--- config.mk ---
export PLATFORM = sky130hd
export DESIGN_NAME = decoder_stream
export DESIGN_NICKNAME = d
export VERILOG_FILES = /design/src/rtl/decoder_stream.sv
export SDC_FILE = /design/constraint.sdc
export NUM_CORES = 1
export LEC_CHECK = 0
export ABC_CLOCK_PERIOD_IN_PS = 3270
export BUFFER_PORTS_ARGS = -buffer_cell sky130_fd_sc_hd__buf_4
export CAP_MARGIN = 10
export CORE_MARGIN = 4
export CORE_UTILIZATION = 58
export CTS_BUF_LIST = sky130_fd_sc_hd__clkbuf_8
export DETAILED_ROUTE_END_ITERATION = 8
export PLACE_DENSITY = 0.95
export SLEW_MARGIN = 20
export SYNTH_ARGS = -nofsm -noshare
export SYNTH_HDL_FRONTEND = slang
export SYNTH_SLANG_ARGS = --single-unit
--- constraint.sdc ---
create_clock -name clk -period 3.27 [get_ports clk]
set_input_delay 0.4905 -clock clk [delete_from_list [all_inputs] [get_ports clk]]
set_output_delay 0.4905 -clock clk [all_outputs]
set_load 0.005 [all_outputs]
--- src/rtl/decoder_stream.sv ---
// ============================================================================
// Module   : decoder_stream
// Brief    : Flow-controlled one-hot / thermometer decoder, 2-entry output FIFO
// Revision : 1.0 - initial release
// ============================================================================
`default_nettype none

module decoder_stream #(
    parameter int IN_W       = 3,
    parameter int NUM_OUT    = 8,
    parameter int ACTIVE_LOW = 0,
    parameter int ERR_CNT_W  = 8
) (
    input  logic                 clk,
    input  logic                 rst_n,
    input  logic                 in_valid,
    output logic                 in_ready,
    input  logic [IN_W-1:0]      in_code,
    input  logic                 in_mode,
    output logic                 out_valid,
    input  logic                 out_ready,
    output logic [NUM_OUT-1:0]   out_data,
    output logic                 out_err,
    input  logic                 err_clr,
    output logic [ERR_CNT_W-1:0] err_cnt
);

    localparam logic [ERR_CNT_W-1:0] C_ERR_MAX = '1;

    int                   code_int;
    logic [NUM_OUT-1:0]   dec_vec;
    logic                 dec_err;

    logic                 push;
    logic                 pop;

    logic [NUM_OUT-1:0]   head_vec_q, head_vec_d;
    logic                 head_err_q, head_err_d;
    logic [NUM_OUT-1:0]   tail_vec_q, tail_vec_d;
    logic                 tail_err_q, tail_err_d;
    logic [1:0]           count_q,    count_d;
    logic                 in_ready_q, in_ready_d;
    logic [ERR_CNT_W-1:0] err_cnt_q,  err_cnt_d;

    always_comb begin
        code_int = int'(in_code);
        dec_err  = (code_int >= NUM_OUT);
        dec_vec  = '0;
        for (int i = 0; i < NUM_OUT; i++) begin
            dec_vec[i] = in_mode ? (i <= code_int) : (i == code_int);
        end
        if (dec_err) begin
            dec_vec = '0;
        end
    end

    assign push = in_valid & in_ready_q;
    assign pop  = (count_q != 2'd0) & out_ready;

    // The head register doubles as the output register, so it naturally holds
    // the last popped beat once the FIFO drains.
    always_comb begin
        head_vec_d = head_vec_q;
        head_err_d = head_err_q;
        tail_vec_d = tail_vec_q;
        tail_err_d = tail_err_q;
        count_d    = count_q;
        case (count_q)
            2'd0: begin
                if (push) begin
                    head_vec_d = dec_vec;
                    head_err_d = dec_err;
                    count_d    = 2'd1;
                end
            end
            2'd1: begin
                if (push && pop) begin
                    head_vec_d = dec_vec;
                    head_err_d = dec_err;
                end else if (push) begin
                    tail_vec_d = dec_vec;
                    tail_err_d = dec_err;
                    count_d    = 2'd2;
                end else if (pop) begin
                    count_d    = 2'd0;
                end
            end
            2'd2: begin
                if (pop) begin
                    head_vec_d = tail_vec_q;
                    head_err_d = tail_err_q;
                    count_d    = 2'd1;
                end
            end
            default: begin
                count_d = 2'd0;
            end
        endcase
        in_ready_d = (count_d != 2'd2);
    end

    always_comb begin
        err_cnt_d = err_cnt_q;
        if (err_clr) begin
            err_cnt_d = '0;
        end else if (push && dec_err && (err_cnt_q != C_ERR_MAX)) begin
            err_cnt_d = err_cnt_q + 1'b1;
        end
    end

    always_ff @(posedge clk or negedge rst_n) begin
        if (!rst_n) begin
            head_vec_q <= '0;
            head_err_q <= 1'b0;
            tail_vec_q <= '0;
            tail_err_q <= 1'b0;
            count_q    <= 2'd0;
            in_ready_q <= 1'b1;
            err_cnt_q  <= '0;
        end else begin
            head_vec_q <= head_vec_d;
            head_err_q <= head_err_d;
            tail_vec_q <= tail_vec_d;
            tail_err_q <= tail_err_d;
            count_q    <= count_d;
            in_ready_q <= in_ready_d;
            err_cnt_q  <= err_cnt_d;
        end
    end

    assign in_ready  = in_ready_q;
    assign out_valid = (count_q != 2'd0);
    assign out_err   = head_err_q;
    assign err_cnt   = err_cnt_q;

    generate
        if (ACTIVE_LOW != 0) begin : g_active_low
            assign out_data = ~head_vec_q;
        end else begin : g_active_high
            assign out_data = head_vec_q;
        end
    endgenerate

endmodule

`default_nettype wire

-- After elaboration in Yosys (flattened, before gate mapping)
Index checks and enable logic that the tools add are counted.
- bitwise logic cells: 3
- magnitude comparators: 7
- multiplexer cells: 22
- reduce and logical (&&, ||, !) cells: 7
- equality and inequality tests: 13
- operators by type and width (cell ; number):
    8-bit two-way mux ; 3
    8-bit one-hot mux with 3 select lines ; 1
    3-bit == test, first input constant ; 4
    3-bit less-or-equal comparator, first input constant ; 4
    1-bit two-way mux ; 11
    2-bit two-way mux ; 5
    2-bit != test, second input constant ; 4
    2-bit by 3-bit == test with 1-bit output, first input constant ; 2
    2-bit by 3-bit less-or-equal comparator with 1-bit output, first input constant ; 2
    2-bit one-hot mux with 3 select lines ; 1
    4-bit AND reduction ; 1
    1-bit by 3-bit == test with 1-bit output, first input constant ; 1
    1-bit by 3-bit less-or-equal comparator with 1-bit output, first input constant ; 1
    3-bit logical NOT ; 1
    1-bit one-hot mux with 3 select lines ; 1
    3-bit AND reduction ; 1
    3-bit nonzero test ; 1
    1-bit AND ; 2
    2-bit by 1-bit == test with 1-bit output, second input constant ; 1
    2-bit == test, second input constant ; 1
    2-bit logical NOT ; 1
    2-bit nonzero test ; 1
    1-bit logical AND ; 1
    1-bit inverter ; 1
- input bits: 9
- logic and storage cells: 57
- output and inout bits: 19
- flip-flop bits (word level): 20

-- Logic depth before layout (Yosys ltp)
- depth after elaboration: 7
- gate-level depth with buffers: 5
- depth with buffers taken out: 3

-- Least setup slack after synthesis
OpenSTA, ideal clock, no wires.
- path type: flip-flop to flip-flop
- from: register in_ready_q, in the netlist in_ready
- to: register head_vec_q[2], in the netlist out_data[2]
- path buffers: 0
- stages on the path, launching flop included: 4
- required time: 3145 ps
- data arrival time: 1394 ps
- clock period less this slack: 1519 ps
- path slack: 1751 ps
- library setup time: 125 ps
- cells stage by stage: dfstp_2 > nand2_1 > o31ai_4 > mux2_2
- longest elaborated chain between the ends: 4
- elaborated cells on any way between the ends: 5
- classes of those cells: eq/ne: 2; bitwise: 1; reduce/logical: 2
- ends and longest elaborated chain (element ; RTL line ; text):
    start, declared ; 42 ; logic in_ready_q, in_ready_d;
    start signal, assigned ; 126 ; in_ready_q <= in_ready_d;
    1-bit AND (*) ; 57 ; assign push = in_valid & in_ready_q;
    1-bit logical AND ; 77 ; if (push && pop) begin
    2-bit != test (no source line) ; - ;
    4-bit AND reduction (no source line) (*) ; - ;
    end signal, assigned ; 121 ; head_vec_q <= head_vec_d;
    end, declared ; 37 ; logic [NUM_OUT-1:0] head_vec_q, head_vec_d;
Mark *: on every way between the ends. The rest lies on a longest branch, timed or not.
A chain may end at the register's enable or synchronous reset.

-- Worst setup path after layout
- from: register count_q[0]
- to: register tail_vec_q[2]
- longest elaborated chain between the ends: 5
- elaborated cells on any way between the ends: 6
- classes of those cells: eq/ne: 1; bitwise: 2; reduce/logical: 3
- ends and longest elaborated chain (element ; RTL line ; text):
    start, declared ; 41 ; logic [1:0] count_q, count_d;
    start signal, assigned ; 125 ; count_q <= count_d;
    2-bit nonzero test ; 58 ; assign pop = (count_q != 2'd0) & out_ready;
    1-bit AND ; 58 ;
    1-bit logical AND ; 77 ;
    1-bit inverter (no source line) ; - ;
    3-bit AND reduction (no source line) (*) ; - ;
    end signal, assigned ; 123 ; tail_vec_q <= tail_vec_d;
    end, declared ; 39 ; logic [NUM_OUT-1:0] tail_vec_q, tail_vec_d;
Marked as above.

==> results.sh <==
export IMPL_status="complete, no violations"
export IMPL_hold_viol=0
export IMPL_clkTransAtPathRegs_ns=0.07
export IMPL_drt_pass1_iterations=6
export IMPL_gr_total_overflow=0
export IMPL_async_flop_share_pct=100
export IMPL_drive_gt1_share_pct=30.3
export IMPL_root_buffer="clkbuf_8"
export IMPL_fin_crit_ns=1.92
export IMPL_drv_cap=0
export IMPL_cp_startpoint="count_q[0]"
export IMPL_grt_max_degree=20
export IMPL_final_antenna_net_count=0
export IMPL_syn2layout_area_growth_pct=11.1
export IMPL_ys_types=37
export IMPL_first_global_vias=796
export IMPL_die_width_um=51.8
export IMPL_hpwl_um=1630
export IMPL_start_util_pct=62.5
export IMPL_grt_setup_unrepaired="no"
export IMPL_cts_setup_buffers=0
export IMPL_synth_area_um2=1110
export IMPL_fmax_mhz=521
export IMPL_fin_skew_ns=0.00217
export IMPL_io_buffers=17
export IMPL_fp_row_count=15
export IMPL_setup_violations_final=0
export IMPL_fillers=140
export IMPL_r2r_start="count_q[0]"
export IMPL_placed_area_um2=1190
export IMPL_vias=824
export IMPL_synth_edf_count=0
export IMPL_core_area_um2=1780
export IMPL_grt_pass1_wl_um=3810
export IMPL_synth_seq_cells=19
export IMPL_crit_path_end_kind="flop"
export IMPL_cp_data_arrival_time_ns=2.07
export IMPL_cts_hold_buf=0
export IMPL_seq_area_um2=477
export IMPL_io_pins=28
export IMPL_multi_input_area_um2=543
export IMPL_powerDensity_nw_per_um2=737
export IMPL_fin_area_um2=1240
export IMPL_startpoint_type="flop"
export IMPL_worst_pin_slew_ns=0.668
export IMPL_setup_tns_final_ns=0
export IMPL_tritoncts="yes"
export IMPL_cts_buffer_depth=2
export IMPL_h_tree_depth=1
export IMPL_slew_headroom_pct=55.4
export IMPL_hold_class="primary input to async pin"
export IMPL_drt_wirelength_per_cell_um=15.4
export IMPL_drv_slew=0
export IMPL_clock_latency_ns=0.26
export IMPL_die_h_um=51.8
export IMPL_gr_usage_all_layers_pct=19.6
export IMPL_antenna_found_initial=0
export IMPL_dieArea_um2=2690
export IMPL_synth_warning_count=0
export IMPL_synth_top_area_share_pct=40.4
export IMPL_synth_ff_type="dfrtp_1"
export IMPL_cp_data_required_time_ns=3.42
export IMPL_ys_top_cells_by_count="dfrtp_1 (18), buf_4 (9), a21oi_1 (7)"
export IMPL_drc_errors=0
export IMPL_period_share_pct=58.7
export IMPL_cts_buffers=3
export IMPL_diodes=0
export IMPL_yosysTopAreaCell="dfrtp_1"
export IMPL_gp_congestion=0.782
export IMPL_place_ws_ns=1.33
export IMPL_avgSynthCellArea_um2=10.5
export IMPL_finalWorstSetupSlack_ns=1.35
export IMPL_dr_first_iter_drc_count=23
export IMPL_synth_most_common_cell="dfrtp_1"
export IMPL_synthCells=106
export IMPL_fin_nets=129
export IMPL_crit_type="flop to flop"
export IMPL_ir_drop_v=0.000427
export IMPL_leakage_nw=0.580
export IMPL_crit_fanout=13
export IMPL_ys_seq_area_share_pct=42.8
export IMPL_cts_resized_gates=0
export IMPL_wl_um=2220
export IMPL_cts_sinks=19
export IMPL_synthTopCellsByArea="dfrtp_1 (40%), buf_4 (6.1%), mux2_2 (6.1%), mux2_4 (5.4%), mux2i_1 (4.5%)"
export IMPL_avgViaCountPerCell=5.72
==> layout by cell type (no fill, tap or decap), types with 2 or more instances in the layout <==
master / netlist / final
a21oi_1: 7 / 7
a31oi_1: 3 / 3
and3b_1: 2 / 2
buf_4: 9 / 17
clkbuf_8: 0 / 3
conb_1: 1 / 9
dfrtp_1: 18 / 18
inv_1: 4 / 5
mux2_2: 6 / 6
mux2_4: 4 / 4
mux2i_1: 5 / 5
nand2_1: 4 / 4
nand3b_1: 5 / 5
nor2_1: 5 / 5
nor2b_1: 3 / 3
o31ai_1: 4 / 4
==> registers in the layout (all words and copies together), names as in the netlist <==
name        count
out_data        8
tail_vec_q      8
in_ready        1
count_q         2
==> layout make-up <==
cell class | count | share of cell area [%]
Clock buffer | 3 | 3.33
Clock inverter | 1 | 0.303
Inverter | 4 | 1.21
Multi-Input combinational cell | 75 | 43.8
Sequential cell | 19 | 38.5
Tap cell | 25 | 2.53
Timing Repair Buffer | 17 | 10.3
==> kinds of logic after synthesis <==
| group | Yosys count | synth area share [%] |
|---|---|---|
| flip-flops | 19 | 42.8 |
| other | 1 | 0.336 |
| AO/OA/AOI/OAI | 22 | 14.1 |
| buffers and inverters | 20 | 11.2 |
| multiplexers | 15 | 15.9 |
| AND/OR/NAND/NOR | 29 | 15.6 |
==> routing by layer <==
layer / up-vias / GRT usage (%) / routed length (µm)
met5: - / 0 / 0
met4: 0 / 10.5 / 35
met3: 3 / 4.01 / 147
met2: 34 / 28.9 / 1100
met1: 407 / 26.9 / 934
li1: 380 / - / -
==> power by group <==
part	switching, W	internal [W]	total (W)	leakage [nW]
logic	0.000139	0.000198	0.000338	0.319
registers	0.0000761	0.000337	0.000413	0.234
clock network	0.0000786	0.0000837	0.000162	0.0269
total	0.000294	0.000619	0.000913	0.580
==> final timing paths <==
path	endpoint	slack, ns	cells after the start
min in group clk	count_q[1]	0.43	2
worst min-delay path	out_data[1]	0.09	1
worst max-delay path	tail_vec_q[2]	1.35	3
worst min register to register	out_data[3]	0.51	1
max in group asynchronous	in_ready	2.92	1
worst max register to register	tail_vec_q[2]	1.35	3
==> worst max-delay path, cell delays in order, from the launching register on <==
cell     delay, ns
dfrtp_1       0.54
nor2b_1       0.61
and2_4        0.34
mux2_4        0.31
==> through the flow <==
step / instances / hold WS (ns) / total power (W) / util [%]
global placement: 140 / 0.377 / 0.000733 / 66.9
floorplan: 114 / 0.195 / 0.000629 / -
detailed placement: 140 / 0.373 / 0.000755 / 66.9
global route: 144 / 0.0977 / 0.000974 / 69.5
CTS: 144 / 0.0908 / 0.000918 / 69.5
finish: 144 / 0.0863 / 0.000913 / 69.5
No activity file was read; power rests on OpenSTA's default activity.
